$ cat config.mk
export PLATFORM = sky130hd
export DESIGN_NAME = pipe_stage_buf
export DESIGN_NICKNAME = d
export VERILOG_FILES = /design/src/rtl/pipe_stage_buf_pkg.sv /design/src/rtl/dff.sv /design/src/rtl/pipe_slot.sv /design/src/rtl/pipe_stage_buf.sv
export SDC_FILE = /design/constraint.sdc
export NUM_CORES = 1
export LEC_CHECK = 0
export BUFFER_PORTS_ARGS = -buffer_cell sky130_fd_sc_hd__buf_4
export CORE_MARGIN = 2
export CORE_UTILIZATION = 50
export CTS_CLUSTER_SIZE = 12
export DETAILED_ROUTE_END_ITERATION = 10
export GPL_ROUTABILITY_DRIVEN = 0
export PLACE_DENSITY = 0.79
export SYNTH_ARGS = -nofsm -noshare
export SYNTH_HDL_FRONTEND = slang
export SYNTH_HIERARCHICAL = 1
export SYNTH_SLANG_ARGS = --single-unit
$ cat constraint.sdc
create_clock -name clk -period 3.1 [get_ports clk]
set_clock_uncertainty 0.05 [all_clocks]
set_input_delay 0.465 -clock clk [delete_from_list [all_inputs] [get_ports clk]]
set_output_delay 0.465 -clock clk [all_outputs]
set_load 0.02 [all_outputs]
$ cat src/rtl/pipe_stage_buf_pkg.sv
// Shared pipeline definitions: default stage payload width and the occupancy helper
// used by the stage buffers.
package pipe_stage_buf_pkg;

  localparam int PSB_DEFAULT_W = 16;

  function automatic logic [1:0] occupancy(input logic main_v, input logic skid_v);
    return {1'b0, main_v} + {1'b0, skid_v};
  endfunction

endpackage

$ cat src/rtl/dff.sv
// Single-bit enabled flop with synchronous active-high clear; the storage cell every
// pipeline register is built from. Latency 1, no backpressure.
module dff (
  input  logic clk,
  input  logic rst,
  input  logic en,
  input  logic d,
  output logic q
);

  always_ff @(posedge clk) begin
    if (rst) begin
      q <= 1'b0;
    end else if (en) begin
      q <= d;
    end
  end

endmodule

$ cat src/rtl/pipe_slot.sv
// One pipeline entry: WIDTH-bit payload plus valid, with load, clear and hold.
// Clear wins over load; payload flops only toggle on a real load.
module pipe_slot #(
  parameter int WIDTH = 16
) (
  input  logic             clk,
  input  logic             rst,
  input  logic             load,
  input  logic             clear,
  input  logic [WIDTH-1:0] load_data,
  output logic             valid,
  output logic [WIDTH-1:0] data
);

  logic valid_d;
  logic data_en;

  assign valid_d = !clear && (load || valid);
  assign data_en = load && !clear;

  dff u_valid (
    .clk (clk),
    .rst (rst),
    .en  (1'b1),
    .d   (valid_d),
    .q   (valid)
  );

  for (genvar b = 0; b < WIDTH; b++) begin : g_bit
    dff u_bit (
      .clk (clk),
      .rst (rst),
      .en  (data_en),
      .d   (load_data[b]),
      .q   (data[b])
    );
  end

endmodule

$ cat src/rtl/pipe_stage_buf.sv
// Pipeline stage register with valid/ready, flush and optional skid entry; 1-cycle latency,
// stall by back-pressure (registered in_ready when SKID=1, combinational when SKID=0).
module pipe_stage_buf
  import pipe_stage_buf_pkg::*;
#(
  parameter int WIDTH = PSB_DEFAULT_W,
  parameter int SKID  = 1
) (
  input  logic             clk,
  input  logic             rst,
  input  logic             flush,
  input  logic             in_valid,
  output logic             in_ready,
  input  logic [WIDTH-1:0] in_data,
  output logic             out_valid,
  input  logic             out_ready,
  output logic [WIDTH-1:0] out_data,
  output logic [1:0]       count
);

  logic accept;
  logic consume;

  assign accept  = in_valid && in_ready;
  assign consume = out_valid && out_ready;

  if (SKID == 0) begin : g_single
    logic main_load;
    logic main_clear;

    assign in_ready   = !out_valid || out_ready;
    assign main_load  = accept && !flush;
    assign main_clear = flush || (consume && !accept);

    pipe_slot #(.WIDTH(WIDTH)) u_main (
      .clk       (clk),
      .rst       (rst),
      .load      (main_load),
      .clear     (main_clear),
      .load_data (in_data),
      .valid     (out_valid),
      .data      (out_data)
    );

    assign count = occupancy(out_valid, 1'b0);
  end else begin : g_skid
    logic             skid_valid;
    logic [WIDTH-1:0] skid_data;
    logic             main_load;
    logic             main_clear;
    logic [WIDTH-1:0] main_src;
    logic             skid_load;
    logic             skid_clear;

    assign in_ready = !skid_valid;

    // When the skid holds an entry it is always older than in_data, so it refills main first.
    assign main_src   = skid_valid ? skid_data : in_data;
    assign main_load  = !flush && (skid_valid ? consume
                                              : (accept && (!out_valid || consume)));
    assign main_clear = flush || (consume && !accept && !skid_valid);

    assign skid_load  = !flush && out_valid && !skid_valid && accept && !consume;
    assign skid_clear = flush || (skid_valid && consume);

    pipe_slot #(.WIDTH(WIDTH)) u_main (
      .clk       (clk),
      .rst       (rst),
      .load      (main_load),
      .clear     (main_clear),
      .load_data (main_src),
      .valid     (out_valid),
      .data      (out_data)
    );

    pipe_slot #(.WIDTH(WIDTH)) u_skid (
      .clk       (clk),
      .rst       (rst),
      .load      (skid_load),
      .clear     (skid_clear),
      .load_data (in_data),
      .valid     (skid_valid),
      .data      (skid_data)
    );

    assign count = occupancy(out_valid, skid_valid);
  end

endmodule
# Yosys cells after proc, flatten, opt, wreduce, memory -nomap -nowiden

Cells that the tools add are included.

Bits in registers: 34

Add/subtract/negate cells: 1
Multiplexer cells: 2
Reduce and logical (&&, ||, !) cells: 27

Operators with widths:

| kind                 | count |
|---|---|
| 2-to-1 mux 16 bit    | 1 |
| logical AND 1 bit    | 15 |
| zero test 1 bit      | 7 |
| logical OR 1 bit     | 5 |
| adder 1 x 1 -> 2 bit | 1 |
| 2-to-1 mux 1 bit     | 1 |

# Logic depth before layout (Yosys ltp)

Gate-level depths: netlist of the first run.

Depth after elaboration: 8
Mapped depth: 6

# Hierarchy

The synthesis of the first run kept the hierarchy.

Modules (own cells, without submodules):

| module         | times used | cells an instance | area each (µm²) |
|---|---|---|---|
| dff            | 34         | 3                 | 33.8 |
| pipe_stage_buf | 1          | 28                | 277.8 |
| pipe_slot      | 2          | 3                 | 20.0 |

# Least setup slack after synthesis of the first run

No wires, ideal clock.

Kind: flip-flop to flip-flop
From: reg g_skid.u_skid.u_valid.q
To: reg g_skid.u_main.g_bit[0].u_bit.q
Arrival: 2.344 ns
Setup slack: 0.591 ns
Stages on the path, launching flop included: 7
Period minus slack after synthesis: 2.509 ns
Path through: dfxtp_1 > buf_6 > or2_1 > a221oi_2 > nor2b_1 > mux2i_1 > nor2_1

RTL lines:

| what                            | RTL line             | source |
|---|---|---|
| from (decl)                     | dff.sv:8             | `output logic q` |
| from (signal assigned)          | dff.sv:13            | `q <= 1'b0;` |
| from (signal assigned)          | dff.sv:15            | `q <= d;` |
| zero test 1 bit                 | pipe_stage_buf.sv:55 | `assign in_ready = !skid_valid;` |
| logical AND 1 bit               | pipe_stage_buf.sv:24 | `assign accept = in_valid && in_ready;` |
| logical AND 1 bit               | pipe_stage_buf.sv:60 | `: (accept && (!out_valid \|\| consume)));` |
| 2-to-1 mux 1 bit *              | pipe_stage_buf.sv:59 | `assign main_load = !flush && (skid_valid ? consume` |
| logical AND 1 bit *             | pipe_stage_buf.sv:59 |  |
| named net g_skid.main_load      | pipe_stage_buf.sv:49 | `logic main_load;` |
| logical AND 1 bit *             | pipe_slot.sv:19      | `assign data_en = load && !clear;` |
| named net g_skid.u_main.data_en | pipe_slot.sv:16      | `logic data_en;` |
| to (signal assigned)            | dff.sv:13            |  |
| to (signal assigned)            | dff.sv:15            |  |
| to (decl)                       | dff.sv:8             |  |

The timed path passes the listed nets; every way through them passes the cells marked *.
A chain may end at the register's enable or synchronous reset.

# Worst setup path after layout of the first run

From: reg g_skid.u_skid.u_valid.q
To: reg g_skid.u_main.g_bit[4].u_bit.q

RTL lines:

| what                            | RTL line |
|---|---|
| zero test 1 bit                 | pipe_stage_buf.sv:55 |
| logical AND 1 bit               | pipe_stage_buf.sv:24 |
| logical AND 1 bit               | pipe_stage_buf.sv:60 |
| 2-to-1 mux 1 bit *              | pipe_stage_buf.sv:59 |
| logical AND 1 bit *             | pipe_stage_buf.sv:59 |
| named net g_skid.main_load      | pipe_stage_buf.sv:49 |
| logical AND 1 bit *             | pipe_slot.sv:19 |
| named net g_skid.u_main.data_en | pipe_slot.sv:16 |
| to (signal assigned)            | dff.sv:13 |
| to (signal assigned)            | dff.sv:15 |
| to (decl)                       | dff.sv:8 |

Marks and branches as above.

==> metrics, run 1 <==
largest stage delay on the critical path 0.90 ns; DR DRC count 0; setup_tns 0 ns; count of final max-slew check failures 0; CP top delay family flip-flops; most frequent cells in the layout buf_4 (43), nor2_1 (35), mux2i_1 (34), dfxtp_1 (34), mux2_2 (15); Iter 0 DRT Violations 25; TritonRoute pass-1 iters 4; max cap viols 0; peak supply drop between 0.0004 and 0.0005 V; RSZ-0062 raised after global routing false; Syn Area/Cell around 11 um2; die height between 50 and 60 um; placed cells roughly 210; filler instances roughly 230; Synth cell types 17; FF+latch count, synth 34; post-CTS setup buffer count 0; syn nets ~160; area growth from synthesis to layout 26.7%; Syn. warnings 6; Post-Place Worst Slack roughly 0.8 ns; largest area contributor in the netlist dfxtp_1; ANT cells 0; final net count just over 200; CTS max path bufs 2; first-pass GRT wire length 4670 um; DP HPWL between 2000 and 2500 um; DP Area about 1800 um2; FMAX approximately 430 MHz; mux cell area share after synthesis between 30% and 40%; CP cell instances inv_1, a221oi_2, nor2b_2, buf_4, mux2i_1, nor2_1; initial core utilization a little over half; worst-skew pair later-pin latency about 0.33 ns; Arr. time, crit path roughly 2.5 ns; Adder-Cell Fraction of Synth Area 0.853%; Num CTS Buffers 5; Yosys top cell area share 46.4%; Hold Path Class input port to register; Slowest-stage cell, CP dfxtp_1; Reg clk slew, reported paths around 0.10 ns; final period utilization between 70% and 80%; worst rel slew slack between 40% and 50%; minimum clock period approximately 2.3 ns; Critical Path RT 3.26 ns; Worst Tran Pin Value around 0.86 ns; power density cells 410 nW/um2; die area approximately 3400 um2; largest family of logic cells by synthesized area multiplexers; final setup fails 0; register area share after synthesis between 40% and 50%; initial antenna violation count 0; largest cells by area after synthesis dfxtp_1 (46%), mux2i_1 (23%), mux2_2 (12%), nor2_1 (9.0%), buf_6 (1.5%); cts repair resizes 0; via count around 1,100; die width approximately 58 um; vias in the first global route between 1,000 and 1,500; layout cells sized above 1 37.0%; Post-Synth Simple-Gate Area around 11%; clock root cell clkbuf_4; commonest non-fill, non-tap cell in the layout buf_4; Finished Layout Cells about 220; Post-Syn Area roughly 1500 um2; pin count of the biggest net entering global routing 35; port buffer count 40; Critical Path Fanout Max 21; CTS sink count 34; setup ws final just under 0.8 ns; # rows 19; WP buf/inv 2; count of final hold-check violations 0; Crit. End Element register; CTS Hold Bufs 0; Mapped Cells around 140; wire per inst 13.2 um; Placeable Area ~2800 um2; CTS tree done; Synth Area in Compound Gates 3.58%; Setup Crit Path Kind register to register; H-tree levels 2; Routed Antenna Nets 0; startpoint types register; GR Overflow Total 0; Post-Route WL between 2000 and 3000 um; LEAKAGE 0.000781 uW; status completed; total track usage between 15 and 20%; Synth Area in XOR/XNOR 0%; final instance area ~1900 um2; routed vias/inst ~5.2; I/O pin total between 40 and 50
## metrics by stage
stage | util (%) | total power, uW | hold slack, ns
floorplan | - | 502 | 0.404
global placement | 65.1 | 547 | 0.416
detailed placement | 65.1 | 550 | 0.429
CTS | 66.8 | 775 | 0.310
global route | 66.8 | 801 | 0.312
finish | 66.8 | 762 | 0.324
## per-layer routing
layer,share of wire [%],global-route usage (%)
met5,0,0
met4,0.88,3.99
met3,7.1,6.92
met2,46,28.1
met1,46,24.2
## worst paths after layout
path                                                      start                               to  depth (start not counted)  slack (ns)
worst max-delay path                    g_skid.u_skid/u_valid/q   g_skid.u_main/g_bit[4].u_bit/q                          6        0.77
worst min register to register  g_skid.u_skid/g_bit[13].u_bit/q  g_skid.u_skid/g_bit[13].u_bit/q                          2        0.45
worst min-delay path                                 in_data[7]   g_skid.u_skid/g_bit[7].u_bit/q                          3        0.32
worst max register to register          g_skid.u_skid/u_valid/q   g_skid.u_main/g_bit[4].u_bit/q                          6        0.77
## layout make-up
class	count	area, um2	share of cell area, %
Clock buffer	5	37.5	2.02
Clock inverter	2	10.0	0.539
Timing Repair Buffer	43	323	17.4
Sequential cell	34	681	36.6
Multi-Input combinational cell	98	761	40.9
Inverter	2	7.51	0.404
Tap cell	31	38.8	2.09
## tightest hold or removal path, stage by stage
cell and delay, ns:
buf_4 0.08, mux2i_1 0.05, nor2_1 0.07
## power breakdown
| group | switching, uW | internal, uW |
|---|---|---|
| combinational | 42.0 | 48.3 |
| clock | 141 | 81.4 |
| sequential | 4.87 | 444 |
## sequential cells by signal (all words and copies together), names as in the netlist
| signal | count |
|---|---|
| g_skid.u_main/g_bit.u_bit/q | 16 |
| g_skid.u_main/u_valid/q | 1 |
| g_skid.u_skid/g_bit.u_bit/q | 16 |
| g_skid.u_skid/u_valid/q | 1 |
## cell usage after synthesis (all sizes together)
master	n
dfxtp	34
conb	2
nor2	35
and4	1
nand2	1
or2	1
mux2	16
a41o	1
ha	1
mux2i	34
o21bai	1
nor2b	2
o21ba	2
buf	2
inv	2
a221oi	1
## cells by family (layout without fill, tap and decap cells)
family,Yosys count,in the layout
buf+inv,4,52
simple gates,40,40
compound gates,5,5
mux,50,50
flops,34,34
fa+ha+maj,1,1
other cells,2,2
Note: power is estimated with default switching activity, not from simulation.
==> inputs of run 2 (changes only) <==
CORE_UTILIZATION = 46   (was 50)
PLACE_DENSITY = 0.77   (was 0.79)
clock period = 1.95 ns   (was 3.1 ns; I/O delays follow)
==> run 2 against run 1 <==
Effect of this change:
- final cell count rose by 7.9%
- hold slack got worse by 0.20 ns
- combinational power grew 66%
- maximum frequency is 31% higher
- core utilization down 2.9 points
- largest power group unchanged
- critical path depth did not move
- worst setup slack worse by 0.59 ns
==> metrics, run 2 (synthesized netlist as in run 1, its figures left out) <==
max cap viols 0; DR DRC count 0; RSZ-0062 raised after global routing false; Setup Crit Path Kind register to register; largest registers g_skid.u_main/g_bit.u_bit/q: 16 flops, g_skid.u_skid/g_bit.u_bit/q: 16 flops; minimum clock period between 1.5 and 2 ns; CTS sink count 34; commonest non-fill, non-tap cell in the layout buf_4; peak supply drop slightly below 0.0006 V; largest stage delay on the critical path between 0.4 and 0.5 ns; fin util between 60% and 70%; CTS Hold Bufs 0; FMAX between 500 and 600 MHz; Iter 0 DRT Violations 41; Placeable Area roughly 3100 um2; ANT cells 0; die area around 3700 um2; clock root cell clkbuf_4; Reg clk slew, reported paths 0.11 ns; status completed; initial core utilization between 40% and 50%; first-pass GRT wire length between 5000 and 6000 um; area growth from synthesis to layout 32.9%; CTS tree done; layout cells sized above 1 38.3%; cells on worst reg2reg path 6; Arr. time, crit path 1.95 ns; Post-Route WL 3150 um; final period utilization ~91%; vias in the first global route about 1,200; DP HPWL 2210 um; startpoint types register; via count 1,149; Slowest-stage cell, CP dfxtp_1; count of final hold-check violations 0; final setup fails 0; die height around 60 um; wire per inst 13.6 um; H-tree levels 2; CP cell instances or2_1, a221oi_2, nor2b_4, buf_4, mux2i_1, nor2_1; TritonRoute pass-1 iters 4; Num CTS Buffers 5; pin count of the biggest net entering global routing 35; final net count 209; I/O pin total 41; setup_tns 0 ns; Critical Path Fanout Max 8; filler instances 274; port buffer count 40; routed vias/inst between 4 and 5; most frequent cells in the layout buf_4 (45), nor2_1 (35), mux2i_1 (34), dfxtp_1 (34), mux2_2 (15); post-CTS setup buffer count 0; cts repair resizes 0; die width 60.5 um; Routed Antenna Nets 0; LEAKAGE approximately 0.00082 uW; WHS Path Cells 3; power density cells roughly 700 nW/um2; GR Overflow Total 0; total track usage between 10% and 20%; critical path depth 6; CP top delay family simple AND/OR/NAND/NOR gates; initial antenna violation count 0; Crit. End Element register; # rows 20; Critical Path RT about 2.1 ns; WP buf/inv 1; worst-skew pair later-pin latency 0.35 ns; count of final max-slew check failures 0; Hold Path Class input port to register; CTS max path bufs 2
## run 2: changes by cell type in the layout (fill, tap and decap cells not counted), sizes merged
cell    previous run  this run
buf               43        46
bufinv             0         1
## run 2: worst paths after layout
check	endpoint	from	slack [ns]
max	g_skid.u_main/g_bit[6].u_bit/q	g_skid.u_main/u_valid/q	0.18
min	g_skid.u_skid/g_bit[9].u_bit/q	in_data[9]	0.13
max reg2reg	g_skid.u_main/g_bit[6].u_bit/q	g_skid.u_main/u_valid/q	0.18
min reg2reg	g_skid.u_skid/g_bit[1].u_bit/q	g_skid.u_skid/g_bit[1].u_bit/q	0.45
## run 2: worst register-to-register path, cell delays in order (launching register included)
cell and delay (ns):
dfxtp_1 0.41, or2_1 0.25, a221oi_2 0.27, nor2b_4 0.22, buf_4 0.19, mux2i_1 0.21
nor2_1 0.05
## run 2: per-layer routing
| layer | global-route usage (%) | vias to the layer above | wire length [um] |
|---|---|---|---|
| met5 | 0 | - | 0 |
| met4 | 9.32 | 0 | 44 |
| met3 | 5.76 | 5 | 174 |
| met2 | 32.9 | 34 | 1570 |
| met1 | 22.8 | 543 | 1370 |
| li1 | - | 567 | - |
## run 2: cell type report
class                      instances  area (um2)  area share (%)
clock buffer                       5        37.5            1.93
clock inverter                     3        40.0            2.05
inverter                           2        7.51           0.385
multi-input combinational         98         771            39.5
sequential                        34         681            34.9
tap                               44        55.1            2.82
timing repair buffer              46         358            18.4
## run 2: stage by stage
step	worst slack [ns]	cell area (um2)	total power [uW]	instances	hold WS, ns
6_report	0.180	1950	1370	232	0.128
5_1_grt	0.0590	1950	1430	232	0.130
4_1_cts	0.187	1950	1390	232	0.123
3_5_place_dp	0.220	1870	881	224	0.428
3_3_place_gp	0.291	1870	875	224	0.416
2_1_floorplan	0.101	1480	800	136	0.315
## run 2: power breakdown
group	leakage (uW)	total [uW]	switching, uW	internal (uW)
clock network	0.0000450	506	241	265
registers	0.000275	715	7.87	707
logic	0.000497	150	70.1	79.9
total	0.000817	1370	319	1050
==> inputs of run 3 (changes only) <==
CORE_ASPECT_RATIO = 1.4   (was not set)
==> run 3 against run 2 <==
Effect of this change:
- hold slack better by 0.082 ns
- critical path depth unchanged
- clock power up 4.2%
- combinational power about the same
- core utilization down 0.91 points
- non-clock buffer count down 3
==> metrics, run 3 (synthesized netlist as in run 1, its figures left out) <==
total track usage between 10% and 20%; count of final hold-check violations 0; LEAKAGE just over 0.0008 uW; worst hold slack ~0.21 ns; FF-to-FF End g_skid.u_main/g_bit[4].u_bit/q; TritonRoute pass-1 iters 4; vias in the first global route 1,161; CP top delay family simple AND/OR/NAND/NOR gates; wire per inst around 14 um; largest stage delay on the critical path around 0.37 ns; FF-to-FF Start g_skid.u_main/u_valid/q; switching power 319 uW; Routed Antenna Nets 0; layout cells sized above 1 approximately 37%; Iter 0 DRT Violations 26; DR DRC count 0; startpoint types register; pin count of the biggest net entering global routing 35; WP buf/inv 1; Setup Crit Path Kind register to register; Critical Path Fanout Max 16; CTS max path bufs 2; internal power ~1100 uW; r2r setup slk roughly 0.24 ns; largest registers g_skid.u_main/g_bit.u_bit/q: 16 flops, g_skid.u_skid/g_bit.u_bit/q: 16 flops; CTS tree done; Register Area between 600 and 700 um2; count of final max-slew check failures 0; max cap viols 0; # rows 24; filler instances about 260; CTS sink count 34; die area approximately 3700 um2; CP Capture Point g_skid.u_main/g_bit[4].u_bit/q; die height approximately 71 um; Comb power frac between 10% and 20%; via count 1,143; final net count between 200 and 250; met3 routed wirelength 142 um; cts repair resizes 0; initial core utilization a little under half; port buffer count 40; final setup fails 0; Arr. time, crit path between 1.5 and 2 ns; Slowest-stage cell, CP dfxtp_1; final period utilization just under 90%; met2 wire len between 1500 and 2000 um; Post-Route WL roughly 3000 um; worst-skew pair later-pin latency 0.28 ns; Critical Path RT approximately 2 ns; Multi-input gate area 771 um2; Placeable Area roughly 3100 um2; Num CTS Buffers 5; status completed; area growth from synthesis to layout 32.8%; Crit. End Element register; CP cell instances or2_1, a221oi_2, nor2b_4, buf_12, mux2i_1, nor2_1; Seq pwr share about half; H-tree levels 2; first-pass GRT wire length roughly 5100 um; minimum clock period around 1.7 ns; FMAX 583 MHz; I/O pin total ~40; cells on worst reg2reg path 6; peak supply drop approximately 0.00052 V; switch share a little under a quarter; critical path depth 6; M1 wire length approximately 1100 um; Reg clk slew, reported paths approximately 0.070 ns; power density cells a little over 700 nW/um2; routed vias/inst 5.10; ANT cells 0; DP HPWL 2180 um; initial antenna violation count 0; die width roughly 52 um; clock root cell clkbuf_8; most frequent cells in the layout buf_4 (41), nor2_1 (35), mux2i_1 (34), dfxtp_1 (34), mux2_2 (15); Finished Layout Cells around 220; CTS Hold Bufs 0; start point of the critical path g_skid.u_main/u_valid/q; Hold Path Class input port to register; highest routed layer met4; GR Overflow Total 0; clock network power share 37.9%; setup_tns 0 ns; post-CTS setup buffer count 0; placed cells 216; RSZ-0062 raised after global routing false; commonest non-fill, non-tap cell in the layout buf_4
## run 3: per-stage QoR
| stage | utilization (%) | power (uW) | setup slack, ns | area [um2] |
|---|---|---|---|---|
| after detailed placement | 60.0 | 879 | 0.235 | 1860 |
| final | 62.9 | 1390 | 0.236 | 1950 |
| after global routing | 62.9 | 1450 | 0.127 | 1950 |
| after CTS | 62.9 | 1410 | 0.229 | 1950 |
| after global placement | 60.0 | 872 | 0.321 | 1860 |
| after floorplan | - | 800 | 0.101 | 1480 |
## run 3: worst min-delay path, cell delays in order
cell and delay (ns):
buf_4 0.08, mux2i_1 0.06, nor2_1 0.07
## run 3: area by class of cell
cell class	count	area share, %
clock buffers	7	4.43
clock inverters	1	0.257
inverters	2	0.386
multi-input cells	98	39.6
flip-flops and latches	34	35.0
well taps	39	2.51
repair buffers	43	17.9
## run 3: power by group through the flow
stage / combinational (uW) / sequential, uW / clock (uW)
finish: 147 / 715 / 527
global route: 158 / 716 / 572
detailed placement: 148 / 731 / 0
CTS: 149 / 715 / 547
global placement: 142 / 730 / 0
floorplan: 56.0 / 744 / 0
## run 3: worst min-delay path by stage
stage                                   startpoint                              to  cells after the start
floorplan                                      rst  g_skid.u_main/g_bit[0].u_bit/q                      1
global placement    g_skid.u_skid/g_bit[4].u_bit/q  g_skid.u_skid/g_bit[4].u_bit/q                      2
detailed placement  g_skid.u_main/g_bit[1].u_bit/q  g_skid.u_main/g_bit[1].u_bit/q                      2
CTS                                     in_data[6]  g_skid.u_skid/g_bit[6].u_bit/q                      3
global route                            in_data[2]  g_skid.u_skid/g_bit[2].u_bit/q                      3
finish                                  in_data[6]  g_skid.u_skid/g_bit[6].u_bit/q                      3
## run 3: per-layer routing
metal / track usage, % / up-vias
met5: 0 / -
met2: 32.1 / 31
met1: 19.3 / 547
li1: - / 560
met3: 7.17 / 5
met4: 7.60 / 0
